### src/rtl/permutation_engine_pkg.sv
// Shared types, constants and helpers for the ASCON permutation engine.
// State layout: x0 occupies bits [319:256], x4 occupies bits [63:0].
package permutation_engine_pkg;

    localparam int STATE_W = 320;
    localparam int WORD_W  = 64;
    localparam int KEY_W   = 128;

    typedef logic [STATE_W-1:0] type_state;

    // The begin key XOR lands on the two words directly after the rate.
    localparam int RATE64_KEY_OFFSET  = 1;
    localparam int RATE128_KEY_OFFSET = 2;
    localparam int KEY_END_WORD       = 3;

    localparam logic [0:0] ST_IDLE = 1'b0;
    localparam logic [0:0] ST_RUN  = 1'b1;

    function automatic int word_lsb(input int w);
        return STATE_W - WORD_W * (w + 1);
    endfunction

    function automatic logic [7:0] round_const(input logic [3:0] r);
        return {4'hF - r, r};
    endfunction

endpackage

### src/rtl/permutation_engine_round.sv
// One combinational ASCON round: constant addition, 5-bit s-box layer, linear diffusion.
module permutation_round
    import permutation_engine_pkg::*;
(
    input  type_state  state_i,
    input  logic [3:0] round_i,
    output type_state  state_o
);

    function automatic logic [63:0] ror(input logic [63:0] x, input int n);
        return (x >> n) | (x << (64 - n));
    endfunction

    logic [63:0] x0, x1, x2, x3, x4;
    logic [63:0] b0, b1, b2, b3, b4;
    logic [63:0] c0, c1, c2, c3, c4;
    logic [63:0] s0, s1, s2, s3, s4;

    assign x0 = state_i[319:256];
    assign x1 = state_i[255:192];
    assign x2 = state_i[191:128] ^ {56'd0, round_const(round_i)};
    assign x3 = state_i[127:64];
    assign x4 = state_i[63:0];

    // Bitsliced s-box: input mixing, chi-like core, output mixing.
    assign b0 = x0 ^ x4;
    assign b1 = x1;
    assign b2 = x2 ^ x1;
    assign b3 = x3;
    assign b4 = x4 ^ x3;

    assign c0 = b0 ^ (~b1 & b2);
    assign c1 = b1 ^ (~b2 & b3);
    assign c2 = b2 ^ (~b3 & b4);
    assign c3 = b3 ^ (~b4 & b0);
    assign c4 = b4 ^ (~b0 & b1);

    assign s0 = c0 ^ c4;
    assign s1 = c1 ^ c0;
    assign s2 = ~c2;
    assign s3 = c3 ^ c2;
    assign s4 = c4;

    assign state_o = {s0 ^ ror(s0, 19) ^ ror(s0, 28),
                      s1 ^ ror(s1, 61) ^ ror(s1, 39),
                      s2 ^ ror(s2, 1)  ^ ror(s2, 6),
                      s3 ^ ror(s3, 10) ^ ror(s3, 17),
                      s4 ^ ror(s4, 7)  ^ ror(s4, 41)};

endmodule

### src/rtl/permutation_engine.sv
// ASCON permutation engine: begin-XOR, p^N at UNROLL rounds per clock, end-XOR.
// dbg_state_o is 0 while idle and 1 while rounds are in flight.
module permutation_engine
    import permutation_engine_pkg::*;
#(
    parameter int UNROLL = 1,
    parameter int RATE_W = 64
) (
    input  logic              clock_i,
    input  logic              resetb_i,
    input  logic              start_i,
    input  logic [3:0]        rounds_i,
    input  logic              load_i,
    input  type_state         state_i,
    input  logic [RATE_W-1:0] data_i,
    input  logic [KEY_W-1:0]  key_i,
    input  logic              xor_data_i,
    input  logic              xor_key_beg_i,
    input  logic              xor_key_end_i,
    input  logic              xor_ext_end_i,
    output logic              ready_o,
    output logic              done_o,
    output logic              err_o,
    output type_state         state_o,
    output logic              dbg_state_o
);

    // Handshake: start_i is taken on a rising edge only while ready_o=1. done_o and err_o are
    // one-cycle pulses; ready_o is already 1 in the done_o cycle so operations can chain.

    if (!(UNROLL == 1 || UNROLL == 2 || UNROLL == 3 || UNROLL == 4 || UNROLL == 6)) begin : g_bad_unroll
        $error("permutation_engine: UNROLL must be 1, 2, 3, 4 or 6");
    end
    if (!(RATE_W == 64 || RATE_W == 128)) begin : g_bad_rate
        $error("permutation_engine: RATE_W must be 64 or 128");
    end

    localparam int KEY_WORD    = (RATE_W == 128) ? RATE128_KEY_OFFSET : RATE64_KEY_OFFSET;
    localparam int KEY_BEG_LSB = word_lsb(KEY_WORD + 1);
    localparam int KEY_END_LSB = word_lsb(KEY_END_WORD + 1);
    localparam bit N6_OK       = (6 % UNROLL) == 0;
    localparam bit N8_OK       = (8 % UNROLL) == 0;
    localparam bit N12_OK      = (12 % UNROLL) == 0;

    logic [0:0]       fsm_q;
    logic [3:0]       round_q;
    type_state        state_q;
    logic [KEY_W-1:0] key_q;
    logic             key_end_q;
    logic             ext_end_q;
    logic             done_q;
    logic             err_q;

    type_state        begin_state;
    type_state        stepped;
    type_state        finished;
    logic             rounds_ok;
    logic             last_step;

    assign rounds_ok = (rounds_i == 4'd6  && N6_OK) ||
                       (rounds_i == 4'd8  && N8_OK) ||
                       (rounds_i == 4'd12 && N12_OK);

    assign last_step = ({1'b0, round_q} + 5'(UNROLL)) == 5'd12;

    always_comb begin
        begin_state = load_i ? state_i : state_q;
        if (xor_data_i)
            begin_state[STATE_W-1 -: RATE_W] = begin_state[STATE_W-1 -: RATE_W] ^ data_i;
        if (xor_key_beg_i)
            begin_state[KEY_BEG_LSB +: KEY_W] = begin_state[KEY_BEG_LSB +: KEY_W] ^ key_i;
    end

    // Rounds r .. r+UNROLL-1 chained combinationally within one clock.
    for (genvar g = 0; g < UNROLL; g++) begin : g_round
        type_state round_in;
        type_state round_out;
        if (g == 0) begin : g_first
            assign round_in = state_q;
        end else begin : g_next
            assign round_in = g_round[g-1].round_out;
        end
        permutation_round u_round (
            .state_i (round_in),
            .round_i (round_q + 4'(g)),
            .state_o (round_out)
        );
    end

    assign stepped = g_round[UNROLL-1].round_out;

    always_comb begin
        finished = stepped;
        if (key_end_q)
            finished[KEY_END_LSB +: KEY_W] = finished[KEY_END_LSB +: KEY_W] ^ key_q;
        if (ext_end_q)
            finished[0] = ~finished[0];
    end

    always_ff @(posedge clock_i or negedge resetb_i) begin
        if (!resetb_i) begin
            fsm_q     <= ST_IDLE;
            round_q   <= 4'd0;
            state_q   <= '0;
            key_q     <= '0;
            key_end_q <= 1'b0;
            ext_end_q <= 1'b0;
            done_q    <= 1'b0;
            err_q     <= 1'b0;
        end else begin
            done_q <= 1'b0;
            err_q  <= 1'b0;
            if (fsm_q == ST_IDLE) begin
                if (start_i && rounds_ok) begin
                    state_q   <= begin_state;
                    key_q     <= key_i;
                    key_end_q <= xor_key_end_i;
                    ext_end_q <= xor_ext_end_i;
                    round_q   <= 4'd12 - rounds_i;
                    fsm_q     <= ST_RUN;
                end else if (start_i) begin
                    err_q <= 1'b1;
                end
            end else begin
                round_q <= round_q + 4'(UNROLL);
                if (last_step) begin
                    state_q <= finished;
                    fsm_q   <= ST_IDLE;
                    done_q  <= 1'b1;
                end else begin
                    state_q <= stepped;
                end
            end
        end
    end

    assign ready_o     = (fsm_q == ST_IDLE);
    assign done_o      = done_q;
    assign err_o       = err_q;
    assign state_o     = state_q;
    assign dbg_state_o = fsm_q[0];

endmodule

### config.mk
export PLATFORM = sky130hd
export DESIGN_NAME = permutation_engine
export DESIGN_NICKNAME = d
export VERILOG_FILES = /design/src/rtl/permutation_engine_pkg.sv /design/src/rtl/permutation_engine_round.sv /design/src/rtl/permutation_engine.sv
export SDC_FILE = /design/constraint.sdc
export NUM_CORES = 2
export LEC_CHECK = 0
export ABC_AREA = 1
export CAP_MARGIN = 20
export CORE_MARGIN = 3
export CORE_UTILIZATION = 39
export CTS_BUF_LIST = sky130_fd_sc_hd__clkbuf_16
export CTS_CLUSTER_SIZE = 8
export DETAILED_ROUTE_END_ITERATION = 6
export GPL_TIMING_DRIVEN = 0
export PLACE_DENSITY = 0.59
export REMOVE_ABC_BUFFERS = 1
export SLEW_MARGIN = 20
export SYNTH_ARGS = -nofsm -noshare
export SYNTH_HDL_FRONTEND = slang
export SYNTH_HIERARCHICAL = 1
export SYNTH_SLANG_ARGS = --single-unit
### constraint.sdc
create_clock -name clock_i -period 2.66 [get_ports clock_i]
set_input_delay 0.665 -clock clock_i [delete_from_list [all_inputs] [get_ports clock_i]]
set_output_delay 0.665 -clock clock_i [all_outputs]
set_load 0.01 [all_outputs]
==> results.md <==
* Status: complete, but fails checks
* Failing checks: setup timing
* Unique masters post-synth at 39
* Cell area after placement at 0.06117 mm^2
* Vias in the first global route at 55.87k
* Tightest Pin Transition at 0.9794 ns
* Tightest Hold Check Type: in2async
* # setup viols final at 12
* Cell-by-cell trace of the critical path: buf_12 > xor2_4 > ha_4 > xnor2_4 > inv_2 > xor2_4 > nand2_2 > nand2_1 > nand2_1 > nand2_2 > inv_2 > nand2_2 > nand2_1 > nand2_1 > nand2_1 > nand2_1 > nand2_1 > nand2_2 > a21oi_2
* Synthesized cell area at 0.05080 mm^2
* Synth Instances at 8,760
* Seq cells post-synth at 457
* WL/cell at 25.83 um
* Pre-Repair DR Iteration Count at 7
* PortBufs at 847
* Clock buffer depth at 3
* Vias per cell at 5.476
* WP data arrival at 3.44 ns
* RSZ-0062 raised after global routing: yes
* Synth warn at 6
* Setup TNS at -0.9351 ns
* Metal3 WL at 28,480 um
* Initial antenna violation count at 22
* Max Clock Freq at 351.1 MHz
* Crit. End Element: flip-flop
* Required @ worst endpoint at 3.26 ns
* Largest net degree at the start of global routing at 122
* Tot GR Track Use at 41.53%
* Vias post-DR at 62.87k
* Period utilization at 107.1%
* Total core area at 0.1285 mm^2
* CTS buffer count at 69
* Worst Setup Slack, final at -0.1879 ns
* Family with the most delay on the worst path: simple AND/OR/NAND/NOR gates
* Layout cells sized above 1 at 13.54%
* Layout Nets at 10.37k
* Clock skew at 0.04335 ns
* Part of the Yosys area used for sequential elements at 22.51%
* Worst setup SP type: flip-flop
* Worst slew margin at 34.48%
* First-pass GRT wire length at 406,300 um
* Final Slew Violations at 0
* Worst setup path class: reg2reg
* Layout area overhead at 38.43%
* Clock transition at path regs at 0.05 ns
* Routability-driven placement congestion ratio at 1.021
* Max cap viols at 0
* H-tree Lvls at 3
* Bufs and invs on worst path at 3
* Register-to-register setup slack at -0.19 ns
* Avg Cell Area, Syn at 5.799 um^2
* Top Metal Used: met5
* Reg2Reg Launch Point: round_q[2]
* Clock latency at the later pin of the worst-skew pair at 0.70 ns
* WL final at 296,500 um
* CP startpoint: round_q[2]
* Post-Route M1 WL at 117,400 um
* Fin crit period at 2.848 ns
* Met2 WL at 131,600 um
* Iter 0 DRT Violations at 7,310
* Final hold vios at 0
* Critical path peak fanout at 7
* # rows at 131
* Root Buffer: clkbuf_16
* Final ANT Viol Nets at 0
* Worst slack at placement at -1.106 ns
* Post-DP HPWL at 229,800 um
* Die area at 0.1346 mm^2
* CP max stage cell: dfrtp_4
* Crit-path most repeated cell: nand2_1
* Boundary Pins at 848
* CTS tree: built
* DRC at 0
* Starting Density at 39.53%
* CTS sink cnt at 457
* Post-route cell area at 0.07032 mm^2
* CP peak stage delay at 0.58 ns
* Total grt overflow at 0
* Die span in x at 366.9 um
* Die Height at 366.9 um
==> cell families (layout without fill, tap and decap cells) <==
kind of cell | count (synthesis) | after routing | synth area share [%]
simple gates | 5528 | 5533 | 42.83
buf+inv | 1152 | 2125 | 9.237
compound gates | 869 | 869 | 9.496
xor+xnor | 622 | 622 | 12.68
flops | 457 | 457 | 22.51
fa+ha+maj | 132 | 132 | 3.251
other cells | 0 | 13 | 0
==> timing repair <==
item | in CTS | in global routing
endpoints found under the hold margin | 27 | 0
pin swaps | 55 | 125
cloned | 8 | 6
setup endpoints to repair | 350 | 222
resized for setup | 349 | 498
buffers inserted | 112 | 151
hold buffers | 1 | 0
==> sequential cells by signal, summed over array words and instances, names as in the netlist <==
name         cells
state_o        320
key_q          128
round_q          4
dbg_state_o      1
done_o           1
err_o            1
ext_end_q        1
key_end_q        1
==> cell usage in the layout, fill, tap and decap left out, types with 9 or more instances in the layout <==
cell type        instances
xnor2_1                 90
xnor2_4                 78
inv_2                  111
buf_16                  35
nand2_1               4334
a21oi_2                 16
nand4_1                102
nor2_1                 338
buf_12                  44
diode_2                 13
inv_1                  761
ha_2                    10
clkbuf_16               76
dfrtp_1                342
xor2_2                  84
nand2_2                250
nand3_1                425
clkdlybuf4s50_1        841
nand2_4                 64
o21ai_1                244
a211oi_1                64
o21ai_0                341
o22ai_1                 37
a21boi_2                35
ha_4                    24
ha_1                    98
xor2_1                 276
a21oi_1                115
nand3_2                  9
dfrtp_2                110
xnor2_2                 16
buf_4                  217
xor2_4                  78
==> stage by stage <==
step                hold slack, ns  util (%)  std cells
floorplan                   0.3694         -       8482
global placement            0.4678     46.71      11060
detailed placement          0.4701     47.60      11100
CTS                         0.4175     51.72      11310
global route                0.4516     54.70      11470
finish                      0.4446     54.72      11480
==> cells in the mapped netlist <==
library cell,number,share of area (%)
nand4_1,102,1.3
nor2_1,340,2.5
buf_8,1,0.030
xor2_2,20,0.64
o21ai_0,353,3.5
inv_2,100,0.74
ha_1,132,3.3
o21ai_1,240,2.4
a21boi_4,1,0.037
clkinv_1,1,0.0074
a21boi_1,1,0.015
a211oi_1,65,0.96
nand2_1,4581,34
inv_1,770,5.7
xnor2_2,37,1.2
nand3_1,432,4.3
clkbuf_2,1,0.0098
buf_6,12,0.27
nand2_2,67,0.83
xnor2_1,122,2.1
a21oi_1,131,1.3
xnor2_4,25,1.4
nand3_4,1,0.034
clkbuf_1,87,0.64
xor2_4,5,0.27
o21ai_4,1,0.032
dfrtp_1,457,23
xor2_1,413,7.1
nor2_4,1,0.022
a21boi_2,36,0.80
buf_1,16,0.12
nand3b_1,2,0.030
nand3_2,2,0.039
clkinv_2,3,0.030
buf_4,24,0.35
a31oi_1,1,0.012
o221ai_1,3,0.052
buf_2,137,1.3
o22ai_1,37,0.46
==> path summary, 6_finish.rpt <==
kind / cells after the start / endpoint
max: 19 / state_o[66]
min: 2 / err_o
max reg2reg: 19 / state_o[66]
min reg2reg: 2 / key_q[0]
max in group asynchronous: 4 / state_o[109]
min in group clock_i: 2 / key_q[0]
==> routing by layer <==
metal  vias to the layer above  GRT usage, %
li1                      28920             -
met1                     29950         53.21
met2                      3346         65.95
met3                       643         8.687
met4                         8         21.30
met5                         -             0
==> layout make-up <==
class / count / area, um^2
fillers: 12550 / 58180
flip-flops and latches: 457 / 11590
repair inverters: 1 / 8.758
clock buffers: 72 / 1802
well taps: 1729 / 2163
repair buffers: 1159 / 12280
multi-input cells: 7156 / 38880
diodes: 13 / 32.53
clock inverters: 19 / 200.2
inverters: 874 / 3352
Power is not shown: default switching activity piles up to over one toggle a cycle in this logic, so the estimate is an artifact.
